<file path="config.mk">
export PLATFORM = sky130hd
export DESIGN_NAME = blend_stream_ctrl
export DESIGN_NICKNAME = d
export VERILOG_FILES = /design/src/rtl/blend_pkg.sv /design/src/rtl/blend_core.sv /design/src/rtl/blend_stream_ctrl.sv
export SDC_FILE = /design/constraint.sdc
export NUM_CORES = 1
export LEC_CHECK = 0
export CORE_MARGIN = 2
export CORE_UTILIZATION = 55
export CTS_CLUSTER_DIAMETER = 120
export CTS_CLUSTER_SIZE = 8
export DETAILED_ROUTE_END_ITERATION = 10
export PLACE_DENSITY = 0.82
export SLEW_MARGIN = 30
export SYNTH_ARGS = -nofsm -noshare
export SYNTH_HDL_FRONTEND = slang
export SYNTH_SLANG_ARGS = --single-unit
</file>
<file path="constraint.sdc">
create_clock -name iCLK -period 2.72 [get_ports iCLK]
set_input_delay 0.544 -clock iCLK [delete_from_list [all_inputs] [get_ports iCLK]]
set_output_delay 0.544 -clock iCLK [all_outputs]
set_load 0.005 [all_outputs]
</file>
<file path="src/rtl/blend_pkg.sv">
// Shared encodings and helpers for the edge/colour blend stage.
package blend_pkg;

  localparam logic [1:0] MODE_BYPASS = 2'b00;
  localparam logic [1:0] MODE_BLEND  = 2'b01;
  localparam logic [1:0] MODE_EDGE   = 2'b10;

  localparam logic [9:0] LUMA_TH = 10'd384;

  typedef enum logic [1:0] {
    StIdle,
    StArm,
    StRun,
    StDone
  } state_e;

  // Pull a channel halfway towards white; the result never exceeds 255.
  function automatic logic [7:0] brighten(input logic [7:0] c);
    return c + ((8'd255 - c) >> 1);
  endfunction

endpackage

</file>
<file path="src/rtl/blend_core.sv">
// Combinational per-pixel blend arithmetic (bypass, blend, edge-only).
module blend_core
  import blend_pkg::*;
#(
  parameter logic [7:0] EDGE_TH = 8'd255
) (
  input  logic [7:0] r,
  input  logic [7:0] g,
  input  logic [7:0] b,
  input  logic [7:0] gray,
  input  logic [1:0] mode,
  output logic [7:0] blend_r,
  output logic [7:0] blend_g,
  output logic [7:0] blend_b
);

  logic [9:0] sum;
  logic       is_edge;

  assign sum     = {2'b00, r} + {2'b00, g} + {2'b00, b};
  assign is_edge = (gray == EDGE_TH);

  always_comb begin
    blend_r = r;
    blend_g = g;
    blend_b = b;
    case (mode)
      MODE_BLEND: begin
        if (is_edge) begin
          if (sum < LUMA_TH) begin
            blend_r = r >> 1;
            blend_g = g >> 1;
            blend_b = b >> 1;
          end else begin
            blend_r = brighten(r);
            blend_g = brighten(g);
            blend_b = brighten(b);
          end
        end
      end
      MODE_EDGE: begin
        blend_r = is_edge ? 8'd0 : 8'd255;
        blend_g = is_edge ? 8'd0 : 8'd255;
        blend_b = is_edge ? 8'd0 : 8'd255;
      end
      default: ;
    endcase
  end

endmodule

</file>
<file path="src/rtl/blend_stream_ctrl.sv">
// Frame controller: joins pixel and edge streams, blends them through one
// registered output slot and tags each output with raster position and markers.
module blend_stream_ctrl
  import blend_pkg::*;
#(
  parameter int unsigned H_ACTIVE = 640,
  parameter int unsigned V_ACTIVE = 480,
  parameter logic [7:0]  EDGE_TH  = 8'd255
) (
  input  logic       iCLK,
  input  logic       iRST,
  input  logic       iStart,
  input  logic       iAbort,
  input  logic [1:0] iMode,
  input  logic       iPixValid,
  output logic       oPixReady,
  input  logic [7:0] iR,
  input  logic [7:0] iG,
  input  logic [7:0] iB,
  input  logic       iEdgeValid,
  output logic       oEdgeReady,
  input  logic [7:0] iGray,
  output logic       oValid,
  input  logic       iReady,
  output logic [7:0] oR,
  output logic [7:0] oG,
  output logic [7:0] oB,
  output logic       oSOF,
  output logic       oEOL,
  output logic       oEOF,
  output logic [9:0] oX,
  output logic [9:0] oY,
  output logic       oBusy,
  output logic       oFrameDone
);

  localparam logic [9:0] XLast = 10'(H_ACTIVE - 1);
  localparam logic [9:0] YLast = 10'(V_ACTIVE - 1);

  state_e     state_q, state_d;
  logic [1:0] mode_q;
  logic [9:0] x_q, y_q;
  logic       frame_end_q;
  logic       valid_q, sof_q, eol_q, eof_q;
  logic [7:0] r_q, g_q, b_q;
  logic [9:0] ox_q, oy_q;

  logic       run, bypass, edge_ok, fire, is_last, out_hs;
  logic [7:0] blend_r, blend_g, blend_b;

  assign run     = (state_q == StRun);
  assign bypass  = (mode_q == MODE_BYPASS);
  assign edge_ok = bypass | iEdgeValid;
  assign is_last = (x_q == XLast) && (y_q == YLast);
  assign out_hs  = valid_q && iReady;
  // frame_end_q blocks a second pass over the raster once the EOF pixel fired.
  assign fire    = run && !frame_end_q && iPixValid && edge_ok && (!valid_q || iReady);

  assign oPixReady  = fire;
  assign oEdgeReady = bypass ? (run && iEdgeValid) : fire;

  always_comb begin
    state_d = state_q;
    unique case (state_q)
      StIdle:  if (iStart) state_d = StArm;
      StArm:   state_d = StRun;
      StRun:   if (out_hs && eof_q) state_d = StDone;
      StDone:  state_d = StIdle;
      default: state_d = StIdle;
    endcase
    if (iAbort) state_d = StIdle;
  end

  always_ff @(posedge iCLK or posedge iRST) begin
    if (iRST) begin
      state_q <= StIdle;
    end else begin
      state_q <= state_d;
    end
  end

  // Reserved mode 11 is folded into bypass at capture time.
  always_ff @(posedge iCLK or posedge iRST) begin
    if (iRST) begin
      mode_q <= MODE_BYPASS;
    end else if (state_q == StIdle && iStart && !iAbort) begin
      mode_q <= (iMode == MODE_BLEND || iMode == MODE_EDGE) ? iMode : MODE_BYPASS;
    end
  end

  always_ff @(posedge iCLK or posedge iRST) begin
    if (iRST) begin
      x_q         <= '0;
      y_q         <= '0;
      frame_end_q <= 1'b0;
    end else if (iAbort || state_q == StArm) begin
      x_q         <= '0;
      y_q         <= '0;
      frame_end_q <= 1'b0;
    end else if (fire) begin
      frame_end_q <= is_last;
      if (x_q == XLast) begin
        x_q <= '0;
        y_q <= (y_q == YLast) ? '0 : y_q + 10'd1;
      end else begin
        x_q <= x_q + 10'd1;
      end
    end
  end

  blend_core #(
    .EDGE_TH (EDGE_TH)
  ) u_core (
    .r       (iR),
    .g       (iG),
    .b       (iB),
    .gray    (iGray),
    .mode    (mode_q),
    .blend_r (blend_r),
    .blend_g (blend_g),
    .blend_b (blend_b)
  );

  always_ff @(posedge iCLK or posedge iRST) begin
    if (iRST) begin
      valid_q <= 1'b0;
      r_q     <= '0;
      g_q     <= '0;
      b_q     <= '0;
      sof_q   <= 1'b0;
      eol_q   <= 1'b0;
      eof_q   <= 1'b0;
      ox_q    <= '0;
      oy_q    <= '0;
    end else if (iAbort) begin
      valid_q <= 1'b0;
    end else if (fire) begin
      valid_q <= 1'b1;
      r_q     <= blend_r;
      g_q     <= blend_g;
      b_q     <= blend_b;
      sof_q   <= (x_q == '0) && (y_q == '0);
      eol_q   <= (x_q == XLast);
      eof_q   <= is_last;
      ox_q    <= x_q;
      oy_q    <= y_q;
    end else if (out_hs) begin
      valid_q <= 1'b0;
    end
  end

  assign oValid     = valid_q;
  assign oR         = r_q;
  assign oG         = g_q;
  assign oB         = b_q;
  assign oSOF       = sof_q;
  assign oEOL       = eol_q;
  assign oEOF       = eof_q;
  assign oX         = ox_q;
  assign oY         = oy_q;
  assign oBusy      = (state_q != StIdle);
  assign oFrameDone = (state_q == StDone);

endmodule

</file>
* Word-level counts from Yosys, hierarchy flattened
Index checks and enable logic that the tools add are counted.
** Operators by class
- Magnitude comparators :: 1
- Equal/unequal tests :: 12
- Reduce and logical (&&, ||, !) cells :: 28
- Multiplexer cells :: 28
- Add/sub/neg operators :: 10
- Bitwise operators :: 2
** Operators by type and width (number)
- 2-to-1 mux 10 bit :: 7
- 2-to-1 mux 8 bit :: 7
- one-hot mux 8 bit (2 select lines) :: 3
- adder 8 x 7 -> 8 bit :: 3
- subtractor 8 bit (first input constant) :: 3
- adder 10 x 1 -> 10 bit (second input constant) :: 2
- logical NOT 10 bit :: 2
- logical AND 1 bit :: 11
- adder 10 x 8 -> 10 bit :: 1
- equality test 10 bit (second input constant) :: 1
- equality test 10 x 9 -> 1 bit (second input constant) :: 1
- less-than comparator 10 x 9 -> 1 bit (second input constant) :: 1
- adder 8 x 8 -> 9 bit :: 1
- equality test 2 bit (second input constant) :: 4
- equality test 8 bit (second input constant) :: 1
- 2-to-1 mux 2 bit :: 4
- one-hot mux 2 bit (4 select lines) :: 1
- equality test 2 x 1 -> 1 bit (second input constant) :: 3
- 2-to-1 mux 1 bit :: 6
- AND reduction 2 bit :: 3
- nonzero test 2 bit :: 3
- logical NOT 2 bit :: 2
- logical NOT 1 bit :: 3
- logical OR 1 bit :: 3
- 5 further kinds :: 5
** Word-level totals
- Bits in registers :: 73
- Output and inout port bits :: 52

* Longest topological paths before layout
- Depth after elaboration :: 7
- Depth in mapped cells :: 16

* Cells and area by module
A second synthesis with hierarchy kept.
** Unflattened totals
- Cells, all modules :: 534
- Area, all modules :: 5301.3 um2
** By module, submodules not included
- blend_stream_ctrl :: area an instance 3397.0 um2, instances 1, sequential area each 1826.8 um2, cells each 289
- blend_core :: area an instance 1904.3 um2, instances 1, sequential area each 0.0 um2, cells each 245

* Worst setup path before layout
OpenSTA, ideal clock, no wires.
- Path kind :: input to register
- Start :: in iR[0]
- End :: reg b_q[2] (netlist: oB[2])
- Setup time :: 134 ps
- Setup slack :: -937 ps
- Stages on the path :: 16
- Arrival time :: 3523 ps
- Cell sequence :: ha_1 inv_1 fa_1 nand2b_1 a21oi_1 nor2_1 xnor2_1 ha_1 a21oi_1 o211a_1 and2_1 clkbuf_1 clkbuf_1 o2111ai_1 o2111ai_1 o221ai_2
** Between the ends
- Longest elaborated chain between the ends :: 6
** Ends and longest elaborated chain
- from (decl) :: line blend_stream_ctrl.sv:17 : input logic [7:0] iR,
- adder 8 x 8 -> 9 bit :: line blend_core.sv:20 : assign sum = {2'b00, r} + {2'b00, g} + {2'b00, b};
- adder 10 x 8 -> 10 bit :: line blend_core.sv:20
- less-than comparator 10 x 9 -> 1 bit :: line blend_core.sv:30 : if (sum < LUMA_TH) begin
- 2-to-1 mux 8 bit :: line blend_core.sv:30
- 2-to-1 mux 8 bit :: line blend_core.sv:29 : if (is_edge) begin
- one-hot mux 8 bit (2 select lines) :: line blend_core.sv:27 : case (mode)
- to (signal assigned) :: line blend_stream_ctrl.sv:141 : b_q <= blend_b;
- to (decl) :: line blend_stream_ctrl.sv:45 : logic [7:0] r_q, g_q, b_q;
No other way between the ends.
A chain may end at the register's enable or synchronous reset.

* Worst setup path in the final report
- Start :: in iG[1]
- End :: reg r_q[4] (netlist: oR[4])
** Between the ends
- Longest elaborated chain between the ends :: 6
** Ends and longest elaborated chain
- from (decl) :: line blend_stream_ctrl.sv:18 : input logic [7:0] iG,
- adder 8 x 8 -> 9 bit :: line blend_core.sv:20
- adder 10 x 8 -> 10 bit :: line blend_core.sv:20
- less-than comparator 10 x 9 -> 1 bit :: line blend_core.sv:30
- 2-to-1 mux 8 bit :: line blend_core.sv:30
- 2-to-1 mux 8 bit :: line blend_core.sv:29
- one-hot mux 8 bit (2 select lines) :: line blend_core.sv:27
- to (signal assigned) :: line blend_stream_ctrl.sv:139 : r_q <= blend_r;
- to (decl) :: line blend_stream_ctrl.sv:45
No other way between the ends.

==> metrics.md <==
| Metric | Value |
|---|---|
| Final wirelength | `21,100 µm` |
| Hold_ws | `0.494 ns` |
| Post-route cell area | `0.00846 mm²` |
| Combinational share of power | `56.9%` |
| Placed cell area | `0.00770 mm²` |
| I/O Buffers | `92` |
| Seq/Total Area, Yosys | `31.1%` |
| Post-Synth Adder-Cell Area | `11.4%` |
| Number of detailed-route iterations in the first pass | `6` |
| Worst EP required | `2.98 ns` |
| Number of nets still failing antenna checks after routing | `0` |
| Sum Neg Setup Slack | `-16.70 ns` |
| Largest family of logic cells by synthesized area | `compound AO/OA/AOI/OAI gates` |
| Type of the worst min-delay path | `reg -> reg` |
| Most frequent cells in the layout | `98 x buf_4, 80 x nand2_1, 78 x clkdlybuf4s50_1` |
| Die Height | `107 µm` |
| Period Utilization, post-route | `128%` |
| Clock Path Buffers | `2` |
| WL met3 | `2050 µm` |
| Switching share of total power | `43.7%` |
| EDFF count, synth | `0` |
| Ys Warns | `0` |
| P_sw | `2.35 mW` |
| Compound-cell area share of the yosys netlist | `26.4%` |
| Clock Skews | `0.0139 ns` |
| Met2 wire len | `9980 µm` |
| GR Util All Layers | `33.7%` |
| Clk slew on worst S/H paths | `0.09 ns` |
| Post-synth net total | `795` |
| Failing checks | `negative setup slack` |
| Crit-path cells | `buf_8 -> ha_4 -> a21o_1 -> a21oi_4 -> nor2b_2 -> o21a_1 -> o41ai_2 -> xnor2_1 -> ha_1 -> inv_2 -> o22ai_4 -> buf_4 -> a211oi_4 -> buf_6 -> or4_4 -> o2111ai_4 -> o221ai_2` |
| Worst Path Arrival | `3.74 ns` |
| Fmax | `287 MHz` |
| Top_reg_cell synth | `dfrtp_1` |
| Ant diodes | `0` |
| Overflow after GRT | `0` |
| Multiplexer share of the synthesized area | `1.09%` |
| Routability Congestion | `0.905` |
| Full die area | `0.0115 mm²` |
| I/O pins | `93` |
| Max-slew headroom | `49.3%` |
| Simple-Gate Fraction of Synth Area | `20.2%` |
| Starting Density | `56.9%` |
| Area grow syn2layout | `44.1%` |
| Max Cap Violations | `0` |
| Leak | `3.59 nW` |
| CTS H-tree lvls | `3` |
| Number of synthesized register bits | `73` |
| CTS tree | `yes` |
| Met1 WL | `7930 µm` |
| Post-synthesis xor/xnor area fraction | `3.58%` |
| Fillers | `612` |
| Clock sink count | `73` |
| 1st-iter DRT viols | `818` |
| Vias | `6,708` |
| Cell Pwr Density | `636 mW/mm²` |
| Hold Vio Cnt, Final | `0` |
| Synth Cell Area | `0.00587 mm²` |
| Crit-path max FO | `5` |
| DR DRC count | `0` |
| Clock Latency Late Sink | `0.36 ns` |
| Worst slew pin tran | `0.761 ns` |
| Crit-path max cell delay | `0.42 ns` |
| Num CTS Buffers | `9` |
| Hpwl dp | `13,700 µm` |
| Antenna violations before repair | `0` |
| Highest routed layer | `met4` |
| Area share of the largest cell type after synthesis | `31.1%` |
| Final setup violation count | `24` |
| Commonest non-fill, non-tap cell in the layout | `buf_4` |
| Sequential fraction of design power | `27.5%` |
| Pin count of the biggest net entering global routing | `74` |
| Asr flop ratio synth | `100%` |
| RSZ-0062 raised after global routing | `yes` |
| Syn Area/Cell | `8.35 µm²` |
| Crit Path Category | `in -> reg` |
| Outcome | `finished with violations` |
| Peak VDD IR | `585 µV` |
| Core Rows | `37` |
| DR vias/cell | `6.57` |
| Distinct cells, synth | `64` |
| Fin worst setup slack | `-0.768 ns` |
| Synth Instances | `703` |
| Yosys top cell by area | `dfrtp_1` |
| Vias in the first global route | `6,359` |
| Register area | `0.00183 mm²` |
| First-pass GRT wire length | `30,800 µm` |
| WL per Instance | `20.6 µm` |
| CP max-delay cell | `a211oi_4` |
| Layout cells sized above 1 | `26.9%` |
| Minimum clock period | `3.49 ns` |
| Die X | `107 µm` |
| Clk network pwr share | `15.6%` |
| Clk root buf | `clkbuf_8` |
| Worst Setup End Kind | `flop` |
| Multi-input gate area | `0.00422 mm²` |
| Nets | `972` |
| Overall power | `5.38 mW` |
| Placeable Area | `0.0103 mm²` |
| Worst setup SP type | `input port` |
| Final slew viol count | `0` |
| Pint | `3.03 mW` |
| Leading post-synthesis cells by cell area | `dfrtp_1 31%, ha_1 10%, o21ai_0 5.5%` |
per-stage QoR:
stage          setup WS (ns)  std cells  util [%]
2_1_floorplan         -0.660        703         -
3_3_place_gp           -1.31        987      74.6
3_5_place_dp           -1.47        987      74.6
4_1_cts               -0.621       1015      79.8
5_1_grt               -0.846       1021      82.0
6_report              -0.768       1021      82.0
cell families (layout without fill, tap and decap cells):
kind of cell               count (synthesis)  after routing
AOI/OAI and AO/OA                        222            222
xor gates and xnor gates                  24             24
adders and majority gates                 51             51
buffers and inverters                     86            268
DFF                                       73             73
muxes                                      6              6
and+or+nand+nor                          241            241
worst max-delay path: cells and delay by family:
| kind | cells | cell delay, ns |
|---|---|---|
| AO/OA/AOI/OAI | 8 | 1.67 |
| buffers and inverters | 4 | 0.61 |
| adder cells (fa/ha/maj) | 2 | 0.53 |
| AND/OR/NAND/NOR | 2 | 0.20 |
| XOR/XNOR | 1 | 0.19 |
area by class of cell:
type / count / share of cell area, %
Clock buffer: 9 / 1.46
Clock inverter: 7 / 0.725
Inverter: 49 / 2.17
Multi-Input combinational cell: 544 / 49.9
Sequential cell: 73 / 21.6
Tap cell: 136 / 2.01
Timing Repair Buffer: 203 / 22.2
Yosys cell counts, drive strengths merged (20+ instances only):
cell / n
clkbuf: 24
a21oi: 46
nor3: 23
a211oi: 20
nand2: 81
dfrtp: 73
nor2: 46
o2111ai: 23
o21ai: 73
nand3: 20
inv: 49
ha: 47
power by group through the flow:
stage | sequential (mW) | combinational (mW) | clock (mW)
floorplan | 1.46 | 1.39 | 0
global placement | 1.48 | 2.47 | 0
detailed placement | 1.49 | 2.54 | 0
CTS | 1.46 | 2.81 | 0.831
global route | 1.49 | 3.25 | 0.873
finish | 1.48 | 3.06 | 0.838
metal layers:
metal / global-route usage [%] / vias up
li1: - / 2938
met1: 42.8 / 3181
met2: 56.1 / 476
met3: 6.54 / 113
met4: 14.5 / 0
met5: 0 / -
state kept, by name, indices dropped and copies added (netlist names):
register     flops
oX              10
oY              10
x_q             10
y_q             10
oB               8
oG               8
oR               8
mode_q           2
state_q          2
frame_end_q      1
oEOF             1
oEOL             1
oSOF             1
oValid           1
worst paths after layout:
kind                            slack [ns]  startpoint     to  cells after the start
worst max-delay path                 -0.77       iG[1]  oR[4]                     17
worst min-delay path                  0.49       oX[1]  oX[1]                      2
worst max register to register        0.32   mode_q[0]  oR[4]                     11
worst min register to register        0.49       oX[1]  oX[1]                      2
max in group asynchronous             1.81        iRST  oR[6]                      3
min in group asynchronous             0.58        iRST  oG[2]                      3
what timing repair did:
action | 4_1_cts | 5_1_grt
pin swaps | 39 | 38
hold buffers | 0 | 0
gates resized for setup | 73 | 40
setup endpoints to repair | 26 | 24
setup buffers | 10 | 6
cloned | 2 | 1
Power figures use the tool's default switching activity.
